### config.mk
export PLATFORM = sky130hd
export DESIGN_NAME = fpu_issue_arbiter
export DESIGN_NICKNAME = d
export VERILOG_FILES = /design/src/rtl/fpu_issue_arbiter.sv
export SDC_FILE = /design/constraint.sdc
export NUM_CORES = 1
export LEC_CHECK = 0
export ABC_AREA = 1
export ABC_CLOCK_PERIOD_IN_PS = 4900
export CAP_MARGIN = 10
export CORE_AREA = 2 2 357 359
export CTS_CLUSTER_DIAMETER = 150
export CTS_CLUSTER_SIZE = 25
export DETAILED_ROUTE_END_ITERATION = 6
export DIE_AREA = 0 0 359 361
export HOLD_SLACK_MARGIN = 0.08
export SLEW_MARGIN = 20
export SYNTH_ARGS = -nofsm -noshare
export SYNTH_HDL_FRONTEND = slang
export SYNTH_SLANG_ARGS = --single-unit
### constraint.sdc
create_clock -name clk_i -period 4.9 [get_ports clk_i]
set_clock_uncertainty 0.15 [all_clocks]
set_input_delay 0.49 -clock clk_i [delete_from_list [all_inputs] [get_ports clk_i]]
set_output_delay 0.49 -clock clk_i [all_outputs]
set_load 0.005 [all_outputs]
### src/rtl/fpu_issue_arbiter.sv
// Arbitrates NUM_REQ issue requesters onto one FPU port, renames transaction IDs to internal tags
// and routes tagged results back. Define FPU_ARB_RR_EN for round-robin; default is fixed priority.
module fpu_issue_arbiter #(
    parameter int NUM_REQ    = 2,
    parameter int TRANS_ID_W = 3,
    parameter int PAYLOAD_W  = 256,
    parameter int FLEN       = 64,
    parameter int NUM_TAGS   = 4,
    localparam int TAG_W     = $clog2(NUM_TAGS),
    localparam int OWN_W     = (NUM_REQ > 1) ? $clog2(NUM_REQ) : 1
) (
    input  logic                                 clk_i,
    input  logic                                 rst_i,
    input  logic                                 flush_i,
    input  logic [NUM_REQ-1:0]                   req_valid_i,
    output logic [NUM_REQ-1:0]                   req_ready_o,
    input  logic [NUM_REQ-1:0][TRANS_ID_W-1:0]   req_trans_id_i,
    input  logic [NUM_REQ-1:0][PAYLOAD_W-1:0]    req_payload_i,
    output logic                                 fpu_valid_o,
    input  logic                                 fpu_ready_i,
    output logic [PAYLOAD_W-1:0]                 fpu_payload_o,
    output logic [TAG_W-1:0]                     fpu_tag_o,
    input  logic                                 fpu_res_valid_i,
    input  logic [TAG_W-1:0]                     fpu_res_tag_i,
    input  logic [FLEN-1:0]                      fpu_result_i,
    input  logic                                 fpu_exc_i,
    output logic [NUM_REQ-1:0]                   resp_valid_o,
    output logic [TRANS_ID_W-1:0]                resp_trans_id_o,
    output logic [FLEN-1:0]                      resp_result_o,
    output logic                                 resp_exc_o,
    output logic                                 busy_o
);

    localparam logic [0:0] ST_ARB  = 1'b0;
    localparam logic [0:0] ST_HOLD = 1'b1;

    logic [0:0]            state_q, state_d;
    logic [OWN_W-1:0]      grant_q, grant_d;
    logic [NUM_TAGS-1:0]   used_q, used_d;
    logic [OWN_W-1:0]      owner_q [NUM_TAGS];
    logic [TRANS_ID_W-1:0] tid_q   [NUM_TAGS];

    logic [NUM_REQ-1:0]    resp_valid_q, resp_valid_d;
    logic [TRANS_ID_W-1:0] resp_tid_q;
    logic [FLEN-1:0]       resp_result_q;
    logic                  resp_exc_q;
    logic                  busy_q;

    logic [TAG_W-1:0]      free_tag;
    logic                  tag_avail;
    logic [OWN_W-1:0]      winner;
    logic                  any_valid;
    logic [OWN_W-1:0]      sel;
    logic                  sel_valid;
    logic                  issue_valid;
    logic                  handshake;
    logic                  res_hit;

`ifdef FPU_ARB_RR_EN
    logic [OWN_W-1:0]      rr_ptr_q, rr_ptr_d;
`endif

    // Availability looks only at registered state, so a tag freed this cycle is not reused until next.
    always_comb begin
        free_tag  = '0;
        tag_avail = |(~used_q);
        for (int i = NUM_TAGS - 1; i >= 0; i--) begin
            if (!used_q[i]) free_tag = TAG_W'(i);
        end
    end

    always_comb begin
        int idx;
        idx       = 0;
        winner    = '0;
        any_valid = 1'b0;
        for (int i = 0; i < NUM_REQ; i++) begin
`ifdef FPU_ARB_RR_EN
            idx = int'(rr_ptr_q) + i;
            if (idx >= NUM_REQ) idx = idx - NUM_REQ;
`else
            idx = i;
`endif
            if (!any_valid && req_valid_i[idx]) begin
                any_valid = 1'b1;
                winner    = OWN_W'(idx);
            end
        end
    end

    assign sel         = (state_q == ST_HOLD) ? grant_q : winner;
    assign sel_valid   = (state_q == ST_HOLD) ? req_valid_i[grant_q] : any_valid;
    // Reset and flush both block any handshake on the issue side.
    assign issue_valid = !rst_i && !flush_i && sel_valid && tag_avail;
    assign handshake   = issue_valid && fpu_ready_i;
    assign res_hit     = fpu_res_valid_i && used_q[fpu_res_tag_i] && !flush_i;

    always_comb begin
        req_ready_o      = '0;
        req_ready_o[sel] = handshake;
    end

    assign fpu_valid_o   = issue_valid;
    assign fpu_payload_o = issue_valid ? req_payload_i[sel] : '0;
    assign fpu_tag_o     = issue_valid ? free_tag : '0;

    always_comb begin
        state_d = state_q;
        grant_d = grant_q;
        if (flush_i) begin
            state_d = ST_ARB;
        end else begin
            case (state_q)
                ST_ARB: begin
                    if (issue_valid && !fpu_ready_i) begin
                        state_d = ST_HOLD;
                        grant_d = winner;
                    end
                end
                ST_HOLD: begin
                    if (handshake || !req_valid_i[grant_q]) state_d = ST_ARB;
                end
                default: state_d = ST_ARB;
            endcase
        end
    end

    always_comb begin
        used_d = used_q;
        if (handshake) used_d[free_tag] = 1'b1;
        if (res_hit)   used_d[fpu_res_tag_i] = 1'b0;
        if (flush_i)   used_d = '0;
    end

    always_comb begin
        resp_valid_d = '0;
        if (res_hit) resp_valid_d[owner_q[fpu_res_tag_i]] = 1'b1;
    end

    always_ff @(posedge clk_i or posedge rst_i) begin
        if (rst_i) begin
            state_q       <= ST_ARB;
            grant_q       <= '0;
            used_q        <= '0;
            busy_q        <= 1'b0;
            resp_valid_q  <= '0;
            resp_tid_q    <= '0;
            resp_result_q <= '0;
            resp_exc_q    <= 1'b0;
        end else begin
            state_q      <= state_d;
            grant_q      <= grant_d;
            used_q       <= used_d;
            busy_q       <= |used_d;
            resp_valid_q <= resp_valid_d;
            if (res_hit) begin
                resp_tid_q    <= tid_q[fpu_res_tag_i];
                resp_result_q <= fpu_result_i;
                resp_exc_q    <= fpu_exc_i;
            end
        end
    end

    for (genvar gi = 0; gi < NUM_TAGS; gi++) begin : g_tag
        always_ff @(posedge clk_i or posedge rst_i) begin
            if (rst_i) begin
                owner_q[gi] <= '0;
                tid_q[gi]   <= '0;
            end else if (handshake && free_tag == TAG_W'(gi)) begin
                owner_q[gi] <= sel;
                tid_q[gi]   <= req_trans_id_i[sel];
            end
        end
    end

`ifdef FPU_ARB_RR_EN
    always_comb begin
        rr_ptr_d = rr_ptr_q;
        if (handshake) rr_ptr_d = (int'(sel) + 1 >= NUM_REQ) ? '0 : sel + OWN_W'(1);
    end

    always_ff @(posedge clk_i or posedge rst_i) begin
        if (rst_i) rr_ptr_q <= '0;
        else       rr_ptr_q <= rr_ptr_d;
    end
`endif

    assign resp_valid_o    = resp_valid_q;
    assign resp_trans_id_o = resp_tid_q;
    assign resp_result_o   = resp_result_q;
    assign resp_exc_o      = resp_exc_q;
    assign busy_o          = busy_q;

endmodule

# Word-level counts from Yosys, hierarchy flattened

Index checks and enable logic that the tools add are counted.

Register bits: 93
Output and inout port bits: 332

Order comparisons: 10
Equal/unequal tests: 3
Mux-type cells: 41
Bitwise logic cells: 8
Reductions and logical operators: 26

Operator list:

| kind                 | count |
|---|---|
| $mux W256            | 3 |
| $mux W1              | 17 |
| $logic_and A1 B1 Y1  | 16 |
| $mux W2              | 6 |
| $mux W3              | 4 |
| $mux W4              | 3 |
| $not A4 Y4           | 2 |
| $reduce_or A4 Y1     | 2 |
| $bmux W3 S2          | 1 |
| $lt A1 B2 Y1 const B | 3 |
| $lt A2 B3 Y1 const B | 2 |
| $logic_not A1 Y1     | 5 |
| $and A4 B4 Y4        | 1 |
| $bmux W1 S2          | 2 |
| $demux W1 S2         | 2 |
| $eq A2 B2 Y1 const B | 2 |
| $ge A2 B1 Y1 const B | 2 |
| $or A4 B4 Y4         | 1 |
| $ge A3 B3 Y1 const B | 1 |
| $not A2 Y3           | 1 |
| $reduce_and A3 Y1    | 1 |
| $and A2 B2 Y2        | 1 |
| $demux W1 S1         | 2 |
| $eq A2 B1 Y1 const B | 1 |
| 5 further kinds      | 7 |

# Depth between registers and ports, before layout

Gate-level depths: netlist (run 1).

Depth in word-level cells: 14
Mapped depth: 12
Depth with buffers taken out: 12

# Worst setup path after synthesis (run 1)

OpenSTA, ideal clock, no wires.

Path kind: input port to output port
Start point: in rst_i
End point: out fpu_payload_o[100]
Data arrival time: 3.519 ns
Data required time: 4.260 ns
Slack: 0.741 ns
Stages: 7
Path buffers: 2
Cell sequence: inv_1 -> nand2_2 -> nor2_8 -> nand2_4 -> buf_4 -> buf_4 -> a21oi_1

Longest elaborated chain between the ends: 5

RTL lines:

| item                             | RTL line | source |
|---|---|---|
| start: declaration               | 13       | `input logic rst_i,` |
| $logic_not A1 Y1 (no line)       | n/a      |  |
| $logic_and A1 B1 Y1 (3 in a row) | 94       | `assign issue_valid = !rst_i && !flush_i && sel_valid && tag_avail;` |
| $mux W256                        | 104      | `assign fpu_payload_o = issue_valid ? req_payload_i[sel] : '0;` |
| end: declaration                 | 21       | `output logic [PAYLOAD_W-1:0] fpu_payload_o,` |

No other way between the ends.

# Final worst setup path (run 1)

Start point: in flush_i
End point: out fpu_payload_o[235]

Longest elaborated chain between the ends: 5

RTL lines:

| item                             | RTL line | source |
|---|---|---|
| start: declaration               | 14       | `input logic flush_i,` |
| $logic_not A1 Y1                 | 94       |  |
| $logic_and A1 B1 Y1 (3 in a row) | 94       |  |
| $mux W256                        | 104      |  |

No other way between the ends.

==> results.yml, run 1 <==
sta:
  tns_ps: 0
  max_freq_mhz: 240
  max-slew-margin-rel_pct: 40.7
  drv_slew: 0
  fin_crit_sh_pct: 84.9
  rsz0062_at_grt: "no"
  setup-violations-final: 0
  hold_slack_ps: 330
  worstMarginPinSlew_ps: 889
  timing_hold_violations_final: 0
  min_period_ps: 4160
setup_path:
  r2r-start: "used_q[2]"
  crit_arrival_ps: 3520
  rrSetupSlack_ps: 2230
  criticalPathCategory: "in2out"
  r2r_cells: 8
  crit_path_end_kind: "output pin"
  timing.rr.end: "resp_result_o[52]"
  worstPathRequired_ps: 4260
  cp_max_fo: 71
  critPathLaunchType: "input port"
  cp-endpoint: "fpu_payload_o[235]"
  crit_start: "flush_i"
global_route:
  antenna_found_initial: 51
  met2_usage_pct: 26.3
  grtUsageMet3_pct: 6.07
  grt_max_degree: 97
  gr-total-overflow: 0
  grt-busiest-layer: "met2"
  grt_usage_pct: 16.4
  grt_pass1_wl_microns: 140000
  grt_pass1_vias: 13100
  grt_use_met1_pct: 21.0
yosys:
  avgSynthCellArea_sq_um: 5.84
  synthTopCellsByArea: "nand2_1, dfrtp_1, a21oi_1"
  syn-num-nets: 1911
  ys_seq_area_share_pct: 30.2
  synth_top_family_by_area: "simple AND/OR/NAND/NOR gates"
  ys_ff_latch: 93
  ys_types: 28
  synth_mux_area_share_pct: 0
  synthAdderAreaFrac_pct: 0
  synthCells: 1319
  yosysWarnings: 0
  yosysTopAreaCellShare_pct: 37.7
  synth-simple-area-share_pct: 40.8
  syn-cell-area_sq_um: 7700
  yosys.area.top_type: "nand2_1"
  synth-compound-area-share_pct: 18.9
  synth_xor_area_share_pct: 0
clock_network:
  h-tree-depth: 3
  clk_pin_slew_ps: 70
  cts_resized: 0
  post-cts-setup-buffers: 0
  ctsLongestPathBuffers: 2
  cts_tree: "done"
  cts_hold_buf: 0
  insertion_delay_ps: 360
  cts.sinks: 93
  numCtsBuffers: 9
  root_buffer: "clkbuf_16"
die:
  die_y_microns: 361
  start_util_pct: 6.14
  fp.coreArea_sq_um: 125000
  dieArea_sq_um: 130000
  ioPinCount: 924
  fp.dieW_microns: 359
  num_rows: 130
pwr:
  leakagePower_nw: 7.48
  vdd_drop_max_v: 0.000169
  pwr_density_cell_nw_per_um2: 191
routing:
  drtPass1Iterations: 5
  vias: 13200
  via_per_inst: 3.43
  ant_nets: 0
  drc: 0
  drt_iter0_drc: 1091
  wire_per_inst_microns: 29.0
  wl_microns: 111000
layout:
  area_growth_pct: 145
  fin_util_pct: 15.1
  drive_above_1_share_pct: 3.13
  final_nets: 2762
place:
  portBuffers: 923
  globalplace.congestion: 0.980
  place_hpwl_microns: 97300
flow_run:
  max_cap_viol_count: 0
status:
  status: "finished clean"
min_path:
  hold_class: "reg2reg"
  whs_path_depth: 2
==> per-stage QoR <==
step | worst slack, ps | power [W] | instances | instance area (sq um)
5_1_grt | 735 | 0.00381 | 3836 | 18900
2_1_floorplan | 741 | 0.00146 | 1319 | 7700
6_report | 739 | 0.00361 | 3838 | 18900
3_3_place_gp | 804 | 0.00292 | 3809 | 18600
4_1_cts | 785 | 0.00369 | 3825 | 18900
3_5_place_dp | 798 | 0.00290 | 3809 | 18600
==> how the worst min path moves through the flow <==
stage,start,to,slack [ps]
floorplan,owner_q[1],owner_q[1],300
CTS,resp_result_o[60],resp_result_o[60],340
finish,resp_result_o[7],resp_result_o[7],330
global placement,resp_result_o[0],resp_result_o[0],320
detailed placement,resp_result_o[60],resp_result_o[60],320
global route,owner_q[1],owner_q[1],360
==> kinds of logic after synthesis <==
group / after synthesis
compound gates: 284
buf+inv: 132
flops: 93
simple gates: 810
==> Yosys cell counts <==
cell type  instances
nand3_1            7
o21ai_0           10
nand4_1            1
a211oi_1           1
nor2_4             1
nand3_2            3
and2_1             1
clkbuf_1           2
nand2_1          774
nand2_2            4
inv_2              3
a41oi_2            1
a221oi_1           1
a21oi_1          258
inv_4              1
o21ai_1            8
buf_6             19
buf_4             18
a41oi_1            2
a22oi_1            3
nand2_4            2
buf_2             60
inv_1             28
nand4_2            2
clkinv_1           1
nor2_1            14
nor2_8             1
dfrtp_1           93
==> layout by cell type (no fill, tap or decap), types with 3 or more instances in the layout <==
master           synthesis  layout
nand3_2                  3       3
nor2_1                  14      14
nand3_1                  7       7
clkbuf_16                0       9
clkdlybuf4s50_1          0     907
nand2_1                774     773
dfrtp_1                 93      93
o21ai_0                 10      10
a21oi_1                258     258
inv_6                    0       3
diode_2                  0      13
buf_4                   18      23
o21ai_1                  8       8
buf_12                   0       9
nand2_2                  4       4
a22oi_1                  3       3
inv_1                   28      27
==> power by group <==
part / total, W / switching [W] / leakage, nW / internal [W]
clock: 0.000756 / 0.000352 / 0.153 / 0.000404
combinational: 0.00188 / 0.000957 / 6.09 / 0.000924
sequential: 0.000973 / 0.0000834 / 1.24 / 0.000890
==> metal layers <==
layer / vias to the layer above / share of wire [%]
li1: 5875 / -
met1: 6439 / 43
met2: 754 / 45
met3: 102 / 10
met4: 8 / 1.9
met5: - / 0.049
==> cell type report <==
class,instances,area [sq um]
Inverter,33,136
Tap cell,1650,2060
Fill cell,14500,107000
Sequential cell,93,2330
Clock inverter,7,77.6
Timing Repair Buffer,939,9430
Antenna cell,13,32.5
Clock buffer,9,225
Multi-Input combinational cell,1094,4610
==> state kept, by name, indices dropped and copies added (netlist names) <==
name / cells
resp_valid_o: 2
resp_exc_o: 1
busy_o: 1
owner_q: 4
grant_q: 1
tid_q: 12
used_q: 4
state_q: 1
resp_trans_id_o: 3
resp_result_o: 64
==> worst max-delay path: stages <==
cell and delay [ps]:
clkdlybuf4s50_1 500, clkinv_1 160, nand2_2 100, nor2_8 190, nand2_8 200, buf_12 370, a21oi_1 650, clkdlybuf4s50_1 650
No activity file was read; power rests on OpenSTA's default activity.
==> run 2, diff against run 1 <==
--- a/config.mk
+++ b/config.mk
@@ -6,13 +6,13 @@
 export NUM_CORES = 1
 export LEC_CHECK = 0
 export ABC_AREA = 1
-export ABC_CLOCK_PERIOD_IN_PS = 4900
+export ABC_CLOCK_PERIOD_IN_PS = 3500
 export CAP_MARGIN = 10
-export CORE_AREA = 2 2 357 359
+export CORE_AREA = 2 2 360 362
 export CTS_CLUSTER_DIAMETER = 150
 export CTS_CLUSTER_SIZE = 25
 export DETAILED_ROUTE_END_ITERATION = 6
-export DIE_AREA = 0 0 359 361
+export DIE_AREA = 0 0 362 364
 export HOLD_SLACK_MARGIN = 0.08
 export SLEW_MARGIN = 20
 export SYNTH_ARGS = -nofsm -noshare
==> constraint.sdc (replaced) <==
create_clock -name clk_i -period 3.5 [get_ports clk_i]
set_clock_uncertainty 0.15 [all_clocks]
set_input_delay 0.35 -clock clk_i [delete_from_list [all_inputs] [get_ports clk_i]]
set_output_delay 0.35 -clock clk_i [all_outputs]
set_load 0.005 [all_outputs]
==> run 2 against run 1 <==
Net effect:
- register-to-register slack worse by 1100 ps
- final area up 6.6%
- die area grew 1.7%
- clock-buffer cell count stayed put
- largest cell class unchanged
- wire length is 3.2% higher
- core utilization up 0.63 points
- sequential power increased by 38%
- critical path depth rose by 1
- flip-flop and latch count is the same
- combinational power increased by 46%
==> results.yml, run 2 (same netlist as run 1, synthesis figures left out) <==
status:
  status: "finished clean"
place:
  globalplace.congestion: 0.949
  place_hpwl_microns: 101000
  portBuffers: 923
  place_area_sq_um: 19700
global_route:
  grt_max_degree: 95
  antenna_found_initial: 70
  grt_usage_pct: 16.4
  grt_pass1_vias: 12500
  grt_pass1_wl_microns: 138000
  gr-total-overflow: 0
setup_path:
  cp_slowest_cell: "clkdlybuf4s50_1"
  worstPathRequired_ps: 3000
  crit_buf_inv: 5
  cp_max_fo: 36
  crit_arrival_ps: 2860
  criticalPathCategory: "in2out"
  r2r_cells: 10
  timing.critical_path.cells: "clkdlybuf4s50_1 -> clkinvlp_4 -> nand2_2 -> nor2_8 -> nand2_8 -> buf_12 -> buf_12 -> a21oi_1 -> clkdlybuf4s50_1"
  cpPeakStageDelay_ps: 580
  crit_path_end_kind: "output pin"
  worst-path-stages: 9
  critPathLaunchType: "input port"
  critPathTopFamily: "buffers and inverters"
layout:
  layout_commonest_cell: "clkdlybuf4s50_1"
  area_growth_pct: 162
  final_nets: 2802
  drive_above_1_share_pct: 9.53
  layout_common_cells: "clkdlybuf4s50_1, nand2_1, a21oi_1"
  fin_area_sq_um: 20200
  fin_util_pct: 15.7
  fillCellCount: 14600
  largest_register_ffs: 64
sta:
  setup-violations-final: 0
  hold_slack_ps: 334
  max_freq_mhz: 298
  min_period_ps: 3360
  drv_slew: 0
  rsz0062_at_grt: "no"
  worstMarginPinSlew_ps: 892
  fin_crit_sh_pct: 96.0
  timing_hold_violations_final: 0
  max-slew-margin-rel_pct: 40.5
flow_run:
  max_cap_viol_count: 0
die:
  dieArea_sq_um: 132000
  ioPinCount: 924
  num_rows: 132
  die_y_microns: 364
  fp.coreArea_sq_um: 128000
  fp.dieW_microns: 362
  start_util_pct: 6.00
routing:
  via_per_inst: 3.32
  vias: 13000
  drc: 0
  ant_nets: 0
  drt_iter0_drc: 1058
  drtPass1Iterations: 5
  wl_microns: 115000
  wire_per_inst_microns: 29.3
clock_network:
  root_buffer: "clkbuf_16"
  cts_tree: "done"
  clk_pin_slew_ps: 80
  cts.sinks: 93
  ctsLongestPathBuffers: 2
  cts_hold_buf: 0
  numCtsBuffers: 9
  h-tree-depth: 3
  insertion_delay_ps: 360
pwr:
  leakagePower_nw: 8.12
  vdd_drop_max_v: 0.000190
  pwr_density_cell_nw_per_um2: 252
  power_w: 0.00509
min_path:
  whs_path_depth: 2
  hold_class: "reg2reg"
run 2: layout make-up:
type | instances | area, sq um | area share [%]
clock buffers | 9 | 225 | 1.12
inverters | 33 | 143 | 0.708
clock inverters | 7 | 68.8 | 0.341
flip-flops and latches | 93 | 2330 | 11.5
repair buffers | 978 | 10600 | 52.6
diodes | 22 | 55.1 | 0.273
well taps | 1675 | 2100 | 10.4
multi-input cells | 1095 | 4650 | 23.1
run 2: metal layers:
metal  routed length (microns)  track usage [%]
met5                       230                0
met2                     51000             25.8
met3                     18500             11.0
met4                      1280             1.99
met1                     43700             18.9
run 2: worst register-to-register path, stage by stage (launching register included):
cell and delay, ps:
dfrtp_1 420, inv_1 150, nand2_1 120, nand2_4 210
clkinv_8 200, buf_4 330, buf_4 220, nand2_1 60
nand2_1 110, inv_1 140, o21ai_0 100
run 2: where the power goes:
part	switching (W)	leakage, nW	internal (W)	total (W)
clock	0.000500	0.137	0.000499	0.000999
combinational	0.00132	6.75	0.00143	0.00274
sequential	0.0000989	1.24	0.00125	0.00134
total	0.00191	8.12	0.00317	0.00509
run 2: timing repair:
item                                   4_1_cts  5_1_grt
gates resized for setup                      7        3
cloned                                       2        0
pin swaps                                    1        0
setup endpoints to repair                   11       12
endpoints found under the hold margin        0        0
buffers inserted                             1        0
run 2: worst paths after layout:
path,start,to,slack (ps)
worst min-delay path,resp_result_o[41],resp_result_o[41],330
worst max-delay path,rst_i,fpu_payload_o[219],140
min in group asynchronous,rst_i,resp_result_o[10],360
worst max register to register,state_q,tid_q[4],1170
worst min register to register,resp_result_o[41],resp_result_o[41],330
max in group asynchronous,rst_i,resp_result_o[35],1570
run 2: through the flow:
stage	std cells	setup TNS, ps	setup slack, ps
detailed placement	3871	-288	-162
CTS	3890	0	1.40
finish	3912	0	139
global placement	3871	-920	-232
global route	3893	0	14.1
floorplan	1319	0	381
